--- src/rtl/rf_pkg.sv ---
// Shared definitions for the register-file writeback arbiter and its scoreboard.
package rf_pkg;

    localparam int XLEN_DEF   = 32;
    localparam int REG_ADDR_W = 5;
    localparam int NUM_REGS   = 32;
    localparam int CNT_W      = 4;

    typedef enum logic {
        PRI_LSU = 1'b0,
        PRI_ALU = 1'b1
    } arb_state_e;

endpackage

--- src/rtl/rf_scoreboard.sv ---
// Per-register pending-write flags: set by issue, cleared by a registered write.
module rf_scoreboard
    import rf_pkg::*;
(
    input  logic                  i_clk,
    input  logic                  i_rst_n,
    input  logic                  i_iss_valid,
    input  logic [REG_ADDR_W-1:0] i_iss_rd,
    input  logic                  i_wr_en,
    input  logic [REG_ADDR_W-1:0] i_wr_addr,
    output logic [NUM_REGS-1:0]   o_busy
);

    logic [NUM_REGS-1:0] busy_q;
    logic [NUM_REGS-1:0] busy_d;
    logic [NUM_REGS-1:0] set_mask;
    logic [NUM_REGS-1:0] clr_mask;

    // Set is applied after clear so a same-cycle reissue keeps the register pending.
    always_comb begin
        set_mask = '0;
        clr_mask = '0;
        if (i_iss_valid && (i_iss_rd != '0)) begin
            set_mask[i_iss_rd] = 1'b1;
        end
        if (i_wr_en) begin
            clr_mask[i_wr_addr] = 1'b1;
        end
        busy_d    = (busy_q & ~clr_mask) | set_mask;
        busy_d[0] = 1'b0;
    end

    always_ff @(posedge i_clk or negedge i_rst_n) begin
        if (!i_rst_n) begin
            busy_q <= '0;
        end else begin
            busy_q <= busy_d;
        end
    end

    assign o_busy = busy_q;

endmodule

--- src/rtl/rf_wb_arbiter.sv ---
// Two-requester (ALU/LSU) register-file writeback arbiter with starvation guard.
// Optional busy scoreboard compiled in with macro RF_WB_SCOREBOARD_EN.
module rf_wb_arbiter
    import rf_pkg::*;
#(
    parameter int XLEN         = XLEN_DEF,
    parameter int STARVE_LIMIT = 4
) (
    input  logic                  i_clk,
    input  logic                  i_rst_n,
    input  logic                  i_alu_valid,
    input  logic [REG_ADDR_W-1:0] i_alu_rd,
    input  logic [XLEN-1:0]       i_alu_data,
    output logic                  o_alu_ready,
    input  logic                  i_lsu_valid,
    input  logic [REG_ADDR_W-1:0] i_lsu_rd,
    input  logic [XLEN-1:0]       i_lsu_data,
    output logic                  o_lsu_ready,
    output logic                  o_rf_write_en,
    output logic [REG_ADDR_W-1:0] o_rf_rd_addr,
    output logic [XLEN-1:0]       o_rf_rd_data,
    input  logic                  i_iss_valid,
    input  logic [REG_ADDR_W-1:0] i_iss_rd,
    output logic [NUM_REGS-1:0]   o_busy,
    output arb_state_e            o_dbg_state
);

    localparam logic [CNT_W-1:0] LIMIT = CNT_W'(STARVE_LIMIT);

    // Handshake: a request transfers in a cycle where its valid and ready are both
    // high; ready is a function of both valids and the priority state only.
    arb_state_e            state_q, state_d;
    logic [CNT_W-1:0]      cnt_q, cnt_d;
    logic                  wen_q, wen_d;
    logic [REG_ADDR_W-1:0] addr_q, addr_d;
    logic [XLEN-1:0]       data_q, data_d;

    logic                  alu_grant;
    logic                  lsu_grant;
    logic [REG_ADDR_W-1:0] sel_rd;
    logic [XLEN-1:0]       sel_data;

    always_comb begin
        alu_grant = 1'b0;
        lsu_grant = 1'b0;
        if (i_rst_n) begin
            alu_grant = i_alu_valid && (!i_lsu_valid || (state_q == PRI_ALU));
            lsu_grant = i_lsu_valid && (!i_alu_valid || (state_q == PRI_LSU));
        end
    end

    assign o_alu_ready = alu_grant;
    assign o_lsu_ready = lsu_grant;

    always_comb begin
        cnt_d   = cnt_q;
        state_d = state_q;
        if (alu_grant || !i_alu_valid) begin
            cnt_d = '0;
        end else if (lsu_grant) begin
            cnt_d = (cnt_q >= LIMIT) ? LIMIT : cnt_q + 1'b1;
        end
        case (state_q)
            PRI_LSU: if (cnt_d == LIMIT) state_d = PRI_ALU;
            PRI_ALU: if (alu_grant)      state_d = PRI_LSU;
            default: state_d = PRI_LSU;
        endcase
    end

    // Writes to x0 are accepted but never reach the port; address/data hold.
    always_comb begin
        sel_rd   = lsu_grant ? i_lsu_rd   : i_alu_rd;
        sel_data = lsu_grant ? i_lsu_data : i_alu_data;
        wen_d    = (alu_grant || lsu_grant) && (sel_rd != '0);
        addr_d   = wen_d ? sel_rd   : addr_q;
        data_d   = wen_d ? sel_data : data_q;
    end

    always_ff @(posedge i_clk or negedge i_rst_n) begin
        if (!i_rst_n) begin
            state_q <= PRI_LSU;
            cnt_q   <= '0;
            wen_q   <= 1'b0;
            addr_q  <= '0;
            data_q  <= '0;
        end else begin
            state_q <= state_d;
            cnt_q   <= cnt_d;
            wen_q   <= wen_d;
            addr_q  <= addr_d;
            data_q  <= data_d;
        end
    end

    assign o_rf_write_en = wen_q;
    assign o_rf_rd_addr  = addr_q;
    assign o_rf_rd_data  = data_q;
    assign o_dbg_state   = state_q;

`ifdef RF_WB_SCOREBOARD_EN
    rf_scoreboard u_scoreboard (
        .i_clk       (i_clk),
        .i_rst_n     (i_rst_n),
        .i_iss_valid (i_iss_valid),
        .i_iss_rd    (i_iss_rd),
        .i_wr_en     (wen_q),
        .i_wr_addr   (addr_q),
        .o_busy      (o_busy)
    );
`else
    logic unused_iss;
    assign unused_iss = ^{i_iss_valid, i_iss_rd};
    assign o_busy     = '0;
`endif

endmodule

--- config.mk ---
export PLATFORM = sky130hd
export DESIGN_NAME = rf_wb_arbiter
export DESIGN_NICKNAME = d
export VERILOG_FILES = /design/src/rtl/rf_pkg.sv /design/src/rtl/rf_scoreboard.sv /design/src/rtl/rf_wb_arbiter.sv
export SDC_FILE = /design/constraint.sdc
export NUM_CORES = 1
export LEC_CHECK = 0
export CAP_MARGIN = 20
export CORE_MARGIN = 2
export CORE_UTILIZATION = 41
export DETAILED_ROUTE_END_ITERATION = 16
export PLACE_DENSITY_LB_ADDON = 0.3
export SLEW_MARGIN = 0
export SYNTH_ARGS = -nofsm -noshare
export SYNTH_HDL_FRONTEND = slang
export SYNTH_SLANG_ARGS = --single-unit
export TNS_END_PERCENT = 100
--- constraint.sdc ---
create_clock -name i_clk -period 5.22 [get_ports i_clk]
set_clock_uncertainty 0.1 [all_clocks]
set_input_delay 1.305 -clock i_clk [delete_from_list [all_inputs] [get_ports i_clk]]
set_output_delay 1.305 -clock i_clk [all_outputs]
set_load 0.01 [all_outputs]
Word-level counts from Yosys, hierarchy flattened
Index checks and enable logic that the tools add are counted.
{"block": "word_totals", "regBits": 43, "input_bits": 84, "out_inout_bits": 73, "word_cells": 29}
{"block": "op_classes", "addsub": 1, "n_lt_le_gt_ge": 1, "n_eq_ne": 1, "n_mux": 10, "bitwise": 1, "reduce_logical": 10}
{"op": "$mux 32", "count": 1}
{"op": "$mux 4", "count": 3}
{"op": "$mux 5", "count": 1}
{"op": "$reduce_bool 5->1", "count": 1}
{"op": "$add 4x1->4 const B", "count": 1}
{"op": "$eq 4x3->1 const B", "count": 1}
{"op": "$ge 4x3->1 const B", "count": 1}
{"op": "$logic_or 1x1->1", "count": 4}
{"op": "$mux 1", "count": 4}
{"op": "$logic_and 1x1->1", "count": 3}
{"op": "$logic_not 1->1", "count": 2}
{"op": "$pmux 1 s2", "count": 1}
{"op": "$not 1->1", "count": 1}

Logic depth before layout (Yosys ltp)
{"block": "logic_depth", "depth_word": 9, "depth_mapped": 8, "mapped_depth_nobuf": 5}

Worst setup path before layout
Ideal clock, no wire load.
{"block": "synth_timing", "kind": "input to output", "startpoint": "input port i_rst_n", "endpoint": "output port o_alu_ready", "t_arrival_ns": 2.473, "t_required_ns": 3.815, "setup_slack_ns": 1.342, "stages": 7, "n_path_buf": 3, "path_cell_list": "clkbuf_2 nand2_2 or2_1 buf_6 clkbuf_1 inv_1 nor2_1"}
{"block": "synth_via", "elab_chain_cells": 1}
{"element": "start: declaration", "line": "rf_wb_arbiter.sv:10", "source": "input logic i_rst_n,"}
{"element": "$mux 1", "line": "rf_wb_arbiter.sv:46", "source": "if (i_rst_n) begin"}
{"element": "end: declaration", "line": "rf_wb_arbiter.sv:14", "source": "output logic o_alu_ready,"}
Every way passes these cells.

Worst setup path after layout
{"block": "layout_timing", "startpoint": "input port i_alu_valid", "endpoint": "output port o_alu_ready"}
{"block": "layout_via", "elab_chain_cells": 2}
{"element": "start: declaration", "line": "rf_wb_arbiter.sv:11", "source": "input logic i_alu_valid,"}
{"element": "$logic_and 1x1->1", "line": "rf_wb_arbiter.sv:47", "source": "alu_grant = i_alu_valid && (!i_lsu_valid || (state_q == PRI_ALU));"}
{"element": "$mux 1", "line": "rf_wb_arbiter.sv:46"}
Every way passes these cells.

==> results.yml <==
critical_path:
  reg2reg_to: "o_rf_rd_data[15]"
  end_kind: "primary output"
  startpoint_type: "input port"
  cp.arrival_ns: 3.10
  reg2reg_depth: 6
  crit_type: "in2out"
  r2r-start: "o_dbg_state"
  cp_max_fo: 8
  reg2reg_slack_ns: 2.59
  required_ns: 3.82
die:
  core_area_mm2: 0.005991
  die_x_um: 83.33
  die_h_um: 83.33
  start_util_pct: 43.07
  die_area_mm2: 0.006943
  row_count: 28
  io_pins: 157
global_routing:
  grt_pass1_vias: 2031
  grt_pass1_wl_um: 9611
  grt_use_total_pct: 16.87
  grt-ovfl-total: 0
  grt_max_degree: 43
  antenna_found_initial: 0
clocking:
  cts_tree: "yes"
  clock-sinks: 43
  cts_buffer_depth: 2
  postCtsSetupBuffers: 0
  cts.hold.buffers_added: 0
  cts-root-buf: "clkbuf_8"
  htreeDepth: 2
  cts_resized: 0
  cts_made_buffers: 5
  clkTransAtPathRegs_ns: 0.08
  clk_latency_ns: 0.29
detailed_routing:
  drtAntennaViolNets: 0
  wire_per_inst_um: 14.52
  dr.pass1.iters: 4
  vias_per_cell: 4.954
  drt-initial-drc-count: 114
  vias: 2036
  drc_errors: 0
  totalWireLength_um: 5968
synthesis:
  synth_seq_cells: 43
  syn_area_mm2: 0.002580
  synth_top_area_cell: "dfrtp_1"
  yosysSeqAreaShare_pct: 41.71
  synthFlopType: "dfrtp_1"
  async_flop_share_pct: 100.0
  synth-edff-count: 0
  synth_top_cell_area_share_pct: 41.71
  netlist_top_cells_area: "dfrtp_1 (42%), mux2_2 (24%), buf_4 (9.3%), mux2_4 (5.8%), buf_6 (2.2%)"
  synth_cell_types: 33
  yosysWarnings: 0
  synthCells: 217
  syn_area_per_cell_um2: 11.89
timing:
  tightest_slew_ns: 0.5669
  fin_crit_ns: 4.505
  max_slew_margin_pct: 61.86
  setup_viol: 0
  final-hold-violation-count: 0
  fmax_ghz: 0.2220
  period_share_pct: 86.31
  timing.final.ws_setup_ns: 0.7147
  fin_tns_setup_ns: 0
  rsz0062_at_grt: "no"
  finalMaxSlewViolations: 0
hold_path:
  holdPathEnd: "o_rf_rd_addr[4]"
  hold_depth: 1
  min_from: "o_rf_rd_addr[4]"
  hp-class: "reg2reg"
power_and_ir_drop:
  p_per_area_mw_per_mm2: 250.7
  peakVddDrop_uv: 161.9
  leakagePower_nw: 1.588
status:
  outcome: "completed"
layout:
  drive_above_1_share_pct: 24.11
  area.growth.synth_to_final_pct: 46.07
  num_antenna_cells: 0
  nNetsFinal: 420
placement:
  portBuffers: 118
  dpl.hpwl_um: 4502
  post-place-ws_ns: 0.7293
  gp_congestion: 0.8057
job:
  max_cap_violations: 0
-- synthesized netlist by cell type, drive strengths merged (3+ instances only) --
library cell and count:
o21ai 7, or4 4, nand2 7, and2 5, mux2i 3, mux2 64, nor2 4, clkbuf 6
nor3 4, buf 37, nor4 3, dfrtp 43, inv 8, a21oi 5
-- per-stage QoR --
step | total power [mW] | hold slack, ns | utilization [%] | std cells | area (um2)
after floorplan | 0.5728 | 0.4095 | - | 248 | 2696
after global placement | 0.7371 | 0.3839 | 61.49 | 403 | 3684
after detailed placement | 0.7434 | 0.3854 | 61.49 | 403 | 3684
after CTS | 0.9573 | 0.4160 | 62.91 | 411 | 3769
after global routing | 0.9930 | 0.4293 | 62.91 | 411 | 3769
final | 0.9450 | 0.4088 | 62.91 | 411 | 3769
-- critical path, cell delays in order --
cell and delay (ns):
clkdlybuf4s50_1 0.55, and2_1 0.32, or2_2 0.17, inv_1 0.08
nor2_1 0.13, clkdlybuf4s50_1 0.55
-- how the worst max path moves through the flow --
stage | depth (start not counted) | from | to
2_1_floorplan | 7 | i_rst_n | o_alu_ready
3_3_place_gp | 6 | i_alu_valid | o_alu_ready
3_5_place_dp | 6 | i_alu_valid | o_alu_ready
4_1_cts | 6 | i_alu_valid | o_alu_ready
5_1_grt | 6 | i_alu_valid | o_alu_ready
6_report | 6 | i_alu_valid | o_alu_ready
-- power breakdown --
| group | total, mW | switching (mW) | internal (mW) | leakage [nW] |
|---|---|---|---|---|
| sequential | 0.409 | 0.0271 | 0.382 | 0.517 |
| clock | 0.210 | 0.116 | 0.0937 | 0.0412 |
| combinational | 0.326 | 0.118 | 0.208 | 1.03 |
| total | 0.945 | 0.261 | 0.684 | 1.59 |
-- cells by family (layout without fill, tap and decap cells) --
group / Yosys count / count (layout) / share of synthesized area (%)
AOI/OAI and AO/OA: 25 / 25 / 7.226
adders and majority gates: 1 / 1 / 0.4849
buffers and inverters: 51 / 139 / 13.58
DFF: 43 / 43 / 41.71
muxes: 67 / 67 / 30.55
other: 1 / 32 / 0.1454
and+or+nand+nor: 29 / 29 / 6.305
-- cells in the final DEF, fill, tap and decap left out, types with 3 or more instances in the layout --
cell type	synthesis	layout
dfrtp_1	43	43
mux2_4	10	10
a21oi_1	5	5
nor3_1	4	4
inv_1	8	8
or4_1	4	4
o21ai_0	7	7
nor2_1	4	4
clkdlybuf4s50_1	0	117
buf_4	32	5
clkbuf_8	0	5
mux2_2	54	54
nand2_1	6	6
mux2i_1	3	3
conb_1	1	32
and2_1	5	5
-- state kept, by name, summed over array words and instances, names as in the netlist --
| name | count |
|---|---|
| o_rf_write_en | 1 |
| o_dbg_state | 1 |
| cnt_q | 4 |
| o_rf_rd_data | 32 |
| o_rf_rd_addr | 5 |
-- cell type report --
class / instances / area (um2)
clock buffers: 6 / 72.57
clock inverters: 2 / 12.51
fillers: 505 / 2222
inverters: 8 / 30.03
multi-input cells: 154 / 1270
flip-flops and latches: 43 / 1076
well taps: 75 / 93.84
repair buffers: 123 / 1214
-- layer usage --
metal  wire, um  vias to the layer above  global-route usage (%)
met5          0                        -                       0
met4         57                        0                   4.769
met3        665                        7                   8.250
met2       2939                      105                   29.11
met1       2306                      978                   18.34
li1           -                      946                       -
No activity file was read; power rests on OpenSTA's default activity.
